===== src/rtl/master_axi_test_pkg.sv =====
// Shared types for master_axi_test: start-up state enum, FIFO entry layout
// (default 32-bit width) and pointer width helper.
package master_axi_test_pkg;

  typedef enum logic {
    INIT_COUNTER = 1'b0,
    SEND_STREAM  = 1'b1
  } master_state_t;

  localparam int AXIS_DATA_W = 32;

  // Field order matches the {tdata, tstrb, tlast} packing used in the FIFO.
  typedef struct packed {
    logic [AXIS_DATA_W-1:0]   tdata;
    logic [AXIS_DATA_W/8-1:0] tstrb;
    logic                     tlast;
  } axis_entry_t;

  function automatic int ptr_w(input int depth);
    return $clog2(depth) + 1;
  endfunction

endpackage


===== src/rtl/axis_sync_fifo.sv =====
// Single-clock first-word-fall-through FIFO with full/empty/count.
// Write is dropped when full, read is ignored when empty.
module axis_sync_fifo
  import master_axi_test_pkg::*;
#(
  parameter int DEPTH = 16,
  parameter int W     = 37,
  parameter int PW    = ptr_w(DEPTH)
) (
  input  logic          clk,
  input  logic          rst_n,
  input  logic          i_wr_en,
  input  logic [W-1:0]  i_wr_data,
  input  logic          i_rd_en,
  output logic [W-1:0]  o_rd_data,
  output logic          o_full,
  output logic          o_empty,
  output logic [PW-1:0] o_count
);

  localparam int AW = PW - 1;

  logic [W-1:0]  r_mem [DEPTH];
  logic [PW-1:0] r_wr_ptr, r_rd_ptr, r_count;
  logic          w_wr, w_rd;

  // The extra pointer MSB distinguishes full from empty when indices match.
  assign o_full    = (r_wr_ptr[PW-1] != r_rd_ptr[PW-1]) &&
                     (r_wr_ptr[AW-1:0] == r_rd_ptr[AW-1:0]);
  assign o_empty   = (r_wr_ptr == r_rd_ptr);
  assign o_count   = r_count;
  assign o_rd_data = r_mem[r_rd_ptr[AW-1:0]];
  assign w_wr      = i_wr_en && !o_full;
  assign w_rd      = i_rd_en && !o_empty;

  always_ff @(posedge clk or negedge rst_n) begin
    if (!rst_n) begin
      r_wr_ptr <= '0;
      r_rd_ptr <= '0;
      r_count  <= '0;
    end else begin
      if (w_wr) r_wr_ptr <= r_wr_ptr + 1'b1;
      if (w_rd) r_rd_ptr <= r_rd_ptr + 1'b1;
      case ({w_wr, w_rd})
        2'b10:   r_count <= r_count + 1'b1;
        2'b01:   r_count <= r_count - 1'b1;
        default: r_count <= r_count;
      endcase
    end
  end

  always_ff @(posedge clk) begin
    if (w_wr) r_mem[r_wr_ptr[AW-1:0]] <= i_wr_data;
  end

endmodule


===== config.mk =====
export PLATFORM = sky130hd
export DESIGN_NAME = axis_sync_fifo
export DESIGN_NICKNAME = d
export VERILOG_FILES = /design/src/rtl/master_axi_test_pkg.sv /design/src/rtl/axis_sync_fifo.sv
export SDC_FILE = /design/constraint.sdc
export NUM_CORES = 1
export LEC_CHECK = 0
export ABC_AREA = 1
export CORE_ASPECT_RATIO = 0.7
export CORE_MARGIN = 5
export CORE_UTILIZATION = 49
export DETAILED_ROUTE_END_ITERATION = 8
export HOLD_SLACK_MARGIN = 0.12
export PLACE_DENSITY = 0.66
export SLEW_MARGIN = 20
export SYNTH_ARGS = -nofsm -noshare
export SYNTH_HDL_FRONTEND = slang
export SYNTH_SLANG_ARGS = --single-unit

===== constraint.sdc =====
create_clock -name clk -period 9.4 [get_ports clk]
set_input_delay 2.35 -clock clk [delete_from_list [all_inputs] [get_ports clk]]
set_output_delay 2.35 -clock clk [all_outputs]
set_load 0.1 [all_outputs]

==> results of run 1 <==
cell usage after synthesis, drive strengths merged:
| library cell | n |
|---|---|
| nand3 | 127 |
| fa | 1 |
| xor2 | 4 |
| dfrtp | 15 |
| clkbuf | 44 |
| ha | 9 |
| nand2 | 544 |
| xnor2 | 4 |
| a21oi | 2 |
| o21ai | 261 |
| edfxtp | 592 |
| buf | 75 |
| nor2 | 434 |
| clkinv | 11 |
| inv | 47 |
logic make-up after synthesis:
logic type	after synthesis	share of synthesized area
flops	607	0.732
fa+ha+maj	10	0.00535
compound gates	263	0.0531
buf+inv	177	0.0321
simple gates	1105	0.174
xor+xnor	8	0.00283
layer usage:
layer / vias up / track usage
li1: 7496 / -
met1: 7639 / 0.316
met2: 601 / 0.337
met3: 87 / 0.0309
met4: 0 / 0.0478
met5: - / 0
worst max-delay path, delay by kind of cell, from the launching register on:
| kind | cells | cell delay (ps) |
|---|---|---|
| compound gates | 1 | 120 |
| buf+inv | 4 | 2680 |
| flops | 1 | 840 |
| simple gates | 6 | 510 |
stage by stage:
stage	setup slack, ps	util	hold slack (ps)	std cells	instance area [sq um]
after floorplan	4800	-	483	2170	24800
after CTS	2170	0.556	526	2938	28000
after global routing	1890	0.556	567	2939	28000
after detailed placement	2800	0.520	509	2837	26200
after global placement	2850	0.520	507	2837	26200
final	2120	0.556	523	2939	28000
worst max path at each step:
stage / start / cells past startpoint / to
floorplan: i_wr_en / 3 / r_mem[10][0]
global placement: r_rd_ptr[0] / 11 / o_rd_data[30]
detailed placement: r_rd_ptr[0] / 11 / o_rd_data[34]
CTS: r_rd_ptr[0] / 11 / o_rd_data[34]
global route: r_rd_ptr[0] / 11 / o_rd_data[30]
finish: r_rd_ptr[0] / 11 / o_rd_data[34]
registers in the layout (all words and copies together), names as in the netlist:
register  cells
o_count       5
r_rd_ptr      5
r_mem       592
r_wr_ptr      5
area by class of cell:
class	count	area [sq um]
inverter	58	230
antenna	1	2.50
clock buffer	68	1470
fill	4174	22400
tap	674	843
multi-input combinational	1386	5960
sequential	607	18200
timing repair buffer	112	1050
clock inverter	33	304
power breakdown:
part	internal (uW)	total [uW]	switching [uW]
logic	1010	4300	3290
clock network	1270	2220	955
registers	3250	3450	204
total	5530	9970	4450
==> qor.txt, run 1 <==
#FFs+latches synth: 607
Placement Rows: 69
CTS tree: built
Antenna-violating nets left: 0
Crit-path max FO: 187
Worst-path clk slew: 70 ps
Area share of the largest cell type after synthesis: 0.717
Io pins: 85
Syn_nets: 2221
Sequential share of the synthesized area: 0.732
DP HPWL: 29700 microns
Post-synth top area cell: edfxtp_1
Via-per-instance ratio: 5.38
Initial antenna violation count: 1
Share of layout cells above drive strength 1: 0.0605
Overall routing resource usage: 0.212
Slowest stage cell, crit path: clkdlybuf4s50_1
Num Clock Sinks: 607
Initial Utilization: 0.492
First-pass GRT wire length: 90500 microns
# H-tree levels: 2
Setup-failing EPs final: 0
CP Data Required Time: 7050 ps
WL final: 59700 microns
PD cells: 356 nW/um^2
Commonest non-fill, non-tap cell in the layout: edfxtp_1
Area Growth Syn to Fin: 13.0%
CTS Root Cell: clkbuf_16
RSZ-0062 raised after global routing: false
Clk buf depth: 3
Relative slew slack: 0.249
Mapped cell area: 24800 sq um
Fmax achieved: 137 MHz
Post-synth cell types: 23
DRT met1 WL: 26400 microns
Number of nets in the layout: 2272
Critical path type: reg -> out
Drc violations: 0
Wire length on met3: 4450 microns
Vias in the first global route: 14900
Synth warn: 0
Final-report hold violation count: 0
Port bufs: 84
DRT iter0 DRCs: 1753
Critical path, cell by cell: inv_8, buf_4, nand2_1, nand2_1, nand2_1, o21ai_1, nand2_1, nand2_1, clkinv_1, nand2_1, clkdlybuf4s50_1
Worst r2r dst: r_mem[6][11]
Max IR drop VDD: 0.443 mV
Crit end category: primary output
Largest net degree at the start of global routing: 188
Congestion Overflow GR: 0
Detailed Routing Iterations Pass 1: 5
Full die area: 55200 sq um
Worst Reg-to-Reg Cells: 8
Worst path max stage delay: 1130 ps
Leakage power: 0.0100 uW
Avg Cell Area, Syn: 11.4 sq um
Post-Syn Instances: 2170
Worst-margin pin slew: 1120 ps
Reg2Reg Setup Slack: 4900 ps
Worst Hold Launch: r_wr_ptr[4]
Hold crit path type: reg -> reg
Hold buffers post-CTS: 0
Fin crit share: 0.775
Top Metal Used: met4
Die Span X: 279 microns
Worst r2r src: r_rd_ptr[0]
Clk_lat worst skew: 580 ps
Hold EP: r_wr_ptr[4]
Die Ht: 198 microns
Vias: 15800
Total power: 9970 uW
Synth top area cells: edfxtp_1 (72%), nand2_1 (8.2%), nor2_1 (6.6%), o21ai_0 (4.6%), nand3_1 (2.5%)
Core ar.: 50400 sq um
Worst setup SP type: flip-flop
Post-CTS Setup Bufs: 0
Drt wl/cell: 20.3 microns
Most frequent cells in the layout: edfxtp_1 (592), nand2_1 (543), nor2_1 (417), o21ai_0 (230), nand3_1 (126)
Skew final: 16.5 ps
Max-cap violations: 0
Period minus WS final: 7280 ps
Met2 WL: 27500 microns
Max-slew violations: 0
Worst endpoint data arrival time: 4930 ps
Min-Delay Path Depth: 2
Cell mode on critical path: nand2_1
Resize count post-CTS: 0
TNS Setup: 0 ps
Final GP Congestion: 0.771
CTS Buf Count: 56
Status: finished clean
No activity file was read; power rests on OpenSTA's default activity.
==> run 2, diff against run 1 <==
- clock period: 9.4 -> 7.2 ns (I/O delays scaled with it)
==> qor.txt, run 2 (same netlist as run 1, synthesis figures left out) <==
Worst path max stage delay: 1140 ps
DP HPWL: 29100 microns
Resize count post-CTS: 0
FILL cells: 4167
Cell mode on critical path: nand2_1
Critical path type: reg -> out
Overall routing resource usage: 0.211
Port bufs: 84
Worst setup SP type: flip-flop
Share of layout cells above drive strength 1: 0.0623
Hold buffers post-CTS: 0
Number of nets in the layout: 2271
Register area: 18200 sq um
Io pins: 85
Drt wl/cell: 20.1 microns
Period minus WS final: 6070 ps
Congestion Overflow GR: 0
Wire length on met3: 3780 microns
Die Ht: 198 microns
Crit-path max FO: 153
Area Growth Syn to Fin: 13.4%
PD cells: 464 nW/um^2
Max-cap violations: 0
Die Span X: 279 microns
Worst-path clk slew: 60 ps
Max reg flops: 592
Final Core Density: 0.558
Top Metal Used: met4
Antenna-violating nets left: 0
# H-tree levels: 2
Worst Path Buf+Inv: 3
Final GP Congestion: 0.763
Status: finished clean
Initial Utilization: 0.492
Clk buf depth: 3
Crit end category: primary output
CTS Buf Count: 56
Multi-input gate area: 5960 sq um
Most frequent cells in the layout: edfxtp_1 (592), nand2_1 (543), nor2_1 (417), o21ai_0 (230), nand3_1 (126)
Core ar.: 50400 sq um
Num Clock Sinks: 607
Via-per-instance ratio: 5.38
DRT iter0 DRCs: 1558
Setup Slack @ Placement: 1770 ps
WL final: 58900 microns
Initial antenna violation count: 0
Fin crit share: 0.843
Largest net degree at the start of global routing: 175
Fin worst setup slack: 1130 ps
Worst endpoint data arrival time: 4270 ps
Drc violations: 0
First-pass GRT wire length: 91000 microns
Slowest stage cell, crit path: clkdlybuf4s50_1
Skew final: 9.78 ps
Detailed Routing Iterations Pass 1: 5
Max IR drop VDD: 0.485 mV
Post-CTS Setup Bufs: 0
TNS Setup: 0 ps
CTS tree: built
Placement Rows: 69
Clk_lat worst skew: 590 ps
Max-slew violations: 0
Setup-failing EPs final: 0
Fmax achieved: 165 MHz
Full die area: 55200 sq um
RSZ-0062 raised after global routing: false
Vias: 15800
Vias in the first global route: 15700
Critical path, cell by cell: inv_8, buf_12, nand2_1, nand2_1, nand2_1, nand3_1, nand3_1, nand2_1, clkdlybuf4s50_1
Relative slew slack: 0.255
Final-report hold violation count: 0
DRT met1 WL: 26000 microns
Antenna cells: 0
Leakage power: 0.0101 uW
Top cell family by delay on the critical path: buffers and inverters
CTS Root Cell: clkbuf_16
Hold crit path type: reg -> reg
Met2 WL: 28000 microns
CP Data Required Time: 5400 ps
Commonest non-fill, non-tap cell in the layout: edfxtp_1
Worst-margin pin slew: 1120 ps
-- run 2: changes by cell type in the layout (fill, tap and decap cells not counted), sizes merged --
cell,change
buf,-1
diode,-1
inv,+1
clkinvlp,-1
clkbuf,+3
clkinv,-3
-- run 2: stage by stage --
step,hold slack [ps],instances,power [uW],instance area (sq um)
global placement,498,2834,10100,26300
CTS,526,2937,13100,28100
finish,521,2937,13000,28100
global route,559,2937,13700,28100
floorplan,483,2170,8700,24800
detailed placement,511,2836,10200,26300
-- run 2: metal layers --
layer | GRT usage | up-vias
li1 | - | 7506
met1 | 0.305 | 7682
met4 | 0.0445 | 0
met5 | 0 | -
met2 | 0.349 | 527
met3 | 0.0301 | 84
-- run 2: cell type report --
type / count / area share
inverter: 58 / 0.00819
multi-input combinational: 1386 / 0.212
sequential: 607 / 0.646
timing repair buffer: 111 / 0.0408
tap: 674 / 0.0300
clock buffer: 71 / 0.0526
clock inverter: 30 / 0.0105
-- run 2: worst reg2reg max path, cell delays in order, from the launching register on --
cell and delay (ps):
dfrtp_4 720, inv_8 660, nand2_1 320, nand2_1 110, nor2_2 50, nand3_2 180
nand2_2 430, nor2_4 950, buf_4 470
-- run 2: path summary, 6_finish.rpt --
check	start	endpoint	slack [ps]	cells past startpoint
max	r_rd_ptr[0]	o_rd_data[4]	1130	9
min	r_wr_ptr[4]	r_wr_ptr[4]	520	2
max reg2reg	r_rd_ptr[0]	r_mem[9][13]	2970	8
min reg2reg	r_wr_ptr[4]	r_wr_ptr[4]	520	2
max in group asynchronous	rst_n	r_rd_ptr[0]	5040	1
min in group asynchronous	rst_n	o_count[3]	1640	1
-- run 2: where the power goes --
group | internal (uW) | leakage [uW] | total (uW) | switching [uW]
logic | 1340 | 0.00370 | 5650 | 4300
clock network | 1660 | 0.000867 | 2920 | 1260
registers | 4240 | 0.00553 | 4470 | 229
==> patch: new RTL, settings of run 1 <==
Make the reset (`rst_n`) synchronous in one clocked block.
--- a/src/rtl/axis_sync_fifo.sv
+++ b/src/rtl/axis_sync_fifo.sv
@@ -35,3 +35,3 @@
 
-  always_ff @(posedge clk or negedge rst_n) begin
+  always_ff @(posedge clk) begin
     if (!rst_n) begin
Behaviour: differs if rst_n is asserted again (counterexample within 4 cycles, from zero or initial values and one cycle with rst_n low); with rst_n held inactive, the same outputs for 4 cycles.
==> patch against run 1 <==
  * Synthesized cell count is 21% lower
  * Worst setup slack better by 610 ps
  * Cell area is 0.32% lower
  * Critical path depth is 3 lower
  * Core utilization is 0.93 points higher
  * Global-route usage is 0.94 points lower
  * Routed wire length is 5.0% lower
  * Area after synthesis is 0.77% lower
  * Worst hold slack better by 1.3 ps
  * Sequential share of layout area is 0.24 points higher
  * Sequential cell count is 4 higher
  * Critical endpoint is now o_rd_data[29]
Power is not compared: it rests on default switching activity, and its combinational part moved more than twofold at a synthesized area within 25%.
==> patch: results (changes against run 1) <==
status finished clean; R2R cell count 10 (+2); CP arrival 4320 ps (-610 ps); initial antenna violation count 3 (+2); top post-synthesis cells by count edfxtp_1 (592), o21ai_0 (183), inv_1 (167); Inverters 175 (+200%); fin cells 2492 (-15%); GR Util met2 31.5% (-2.3 points); Worst-Margin Slew 1050 ps (-76.3 ps); Detailed Place HPWL 27900 um (-6.2%); GRT Total Usage 20.2% (-0.94 points); global routing usage on met1 31.1% (-0.47 points); met3 WL post-DR 3820 um (-14%); met2 WL post-DR 25700 um (-6.5%); nets 1831 (-19%); Detailed Route WL 56700 um (-5.0%); num sequential 611 (+0.66%); Hold Crit Endpoint r_rd_ptr[1]$_SDFFE_PN0P_; Synth area leaders edfxtp_1 (72%), mux2i_1 (6.0%), o211ai_1 (4.5%); Non-CTS buffers 110 (-1.8%); Clock buffer cells 66 (-2.9%); final worst setup slack 2730 ps (+608 ps); DP Cell Count 2389 (-16%); Vias/cell 5.70 (+5.8%); crit-path max FO 79 (-58%); R2R Path Start r_wr_ptr[3]$_SDFFE_PN0P_; Multi-In Gates 828 (-40%); R2R Setup Slk 6410 ps (+1510 ps); share of cells above drive strength 1 8.49% (+2.4 points); Distinct cells, synth 32 (+39%); crit-path max cell delay 1000 ps (-130 ps); top sig layer met5; Avg Inst Size Synth 14.3 um^2 (+25%); Layout clock area frac 6.49% (+0.16 points); Worst Skew 10.6 ps (-5.86 ps); first-pass GRT wire length 85700 um (-5.3%); met1 WL 26300 um (-0.24%); end point of the critical path o_rd_data[29]; Reg-to-Reg End r_mem[4][10]$_DFFE_PP_; gpl congestion 0.747 (-3.2%); Place WS 3310 ps (+510 ps); share of flip-flops with an asynchronous set or reset 0% (-2.5 points); total chip power 6390 uW; Rows 68 (-1.4%); Area after DPL 0.0261 mm^2 (-0.50%); largest net degree at the start of global routing 208 (+11%); fillers 3835 (-8.1%); met3 GRT Util 3.28% (+0.20 points); register area 0.0182 mm^2 (about the same); Num CTS Buffers 57 (+1.8%); Initial DRC Count 1499 (-14%); Hold Slack 524 ps (+1.25 ps)
patch: cell types whose count changed in the layout (fill, tap and decap cells not counted), moves of 18 or more:
cell / before / now
nand2_1: 543 / 69
nor2_1: 417 / 16
a21oi_1: 2 / 156
mux2i_1: 0 / 148
o211ai_1: 0 / 148
inv_1: 32 / 166
nand3_1: 126 / 55
o21ai_0: 230 / 183
o21ai_1: 31 / 2
clkinv_1: 29 / 11
patch: critical path, delay by kind of cell (launching register included):
family,cells,cell delay (ps)
AO/OA/AOI/OAI,4,520
AND/OR/NAND/NOR,1,150
buffers and inverters,3,2510
flip-flops,1,450
patch: cell families after synthesis:
logic type | share of synthesized area [%]
XOR/XNOR | 0.178
AO/OA/AOI/OAI | 11.5
adder cells (fa/ha/maj) | 0.356
buffers and inverters | 4.69
multiplexers | 6.02
flip-flops | 73.8
AND/OR/NAND/NOR | 3.39
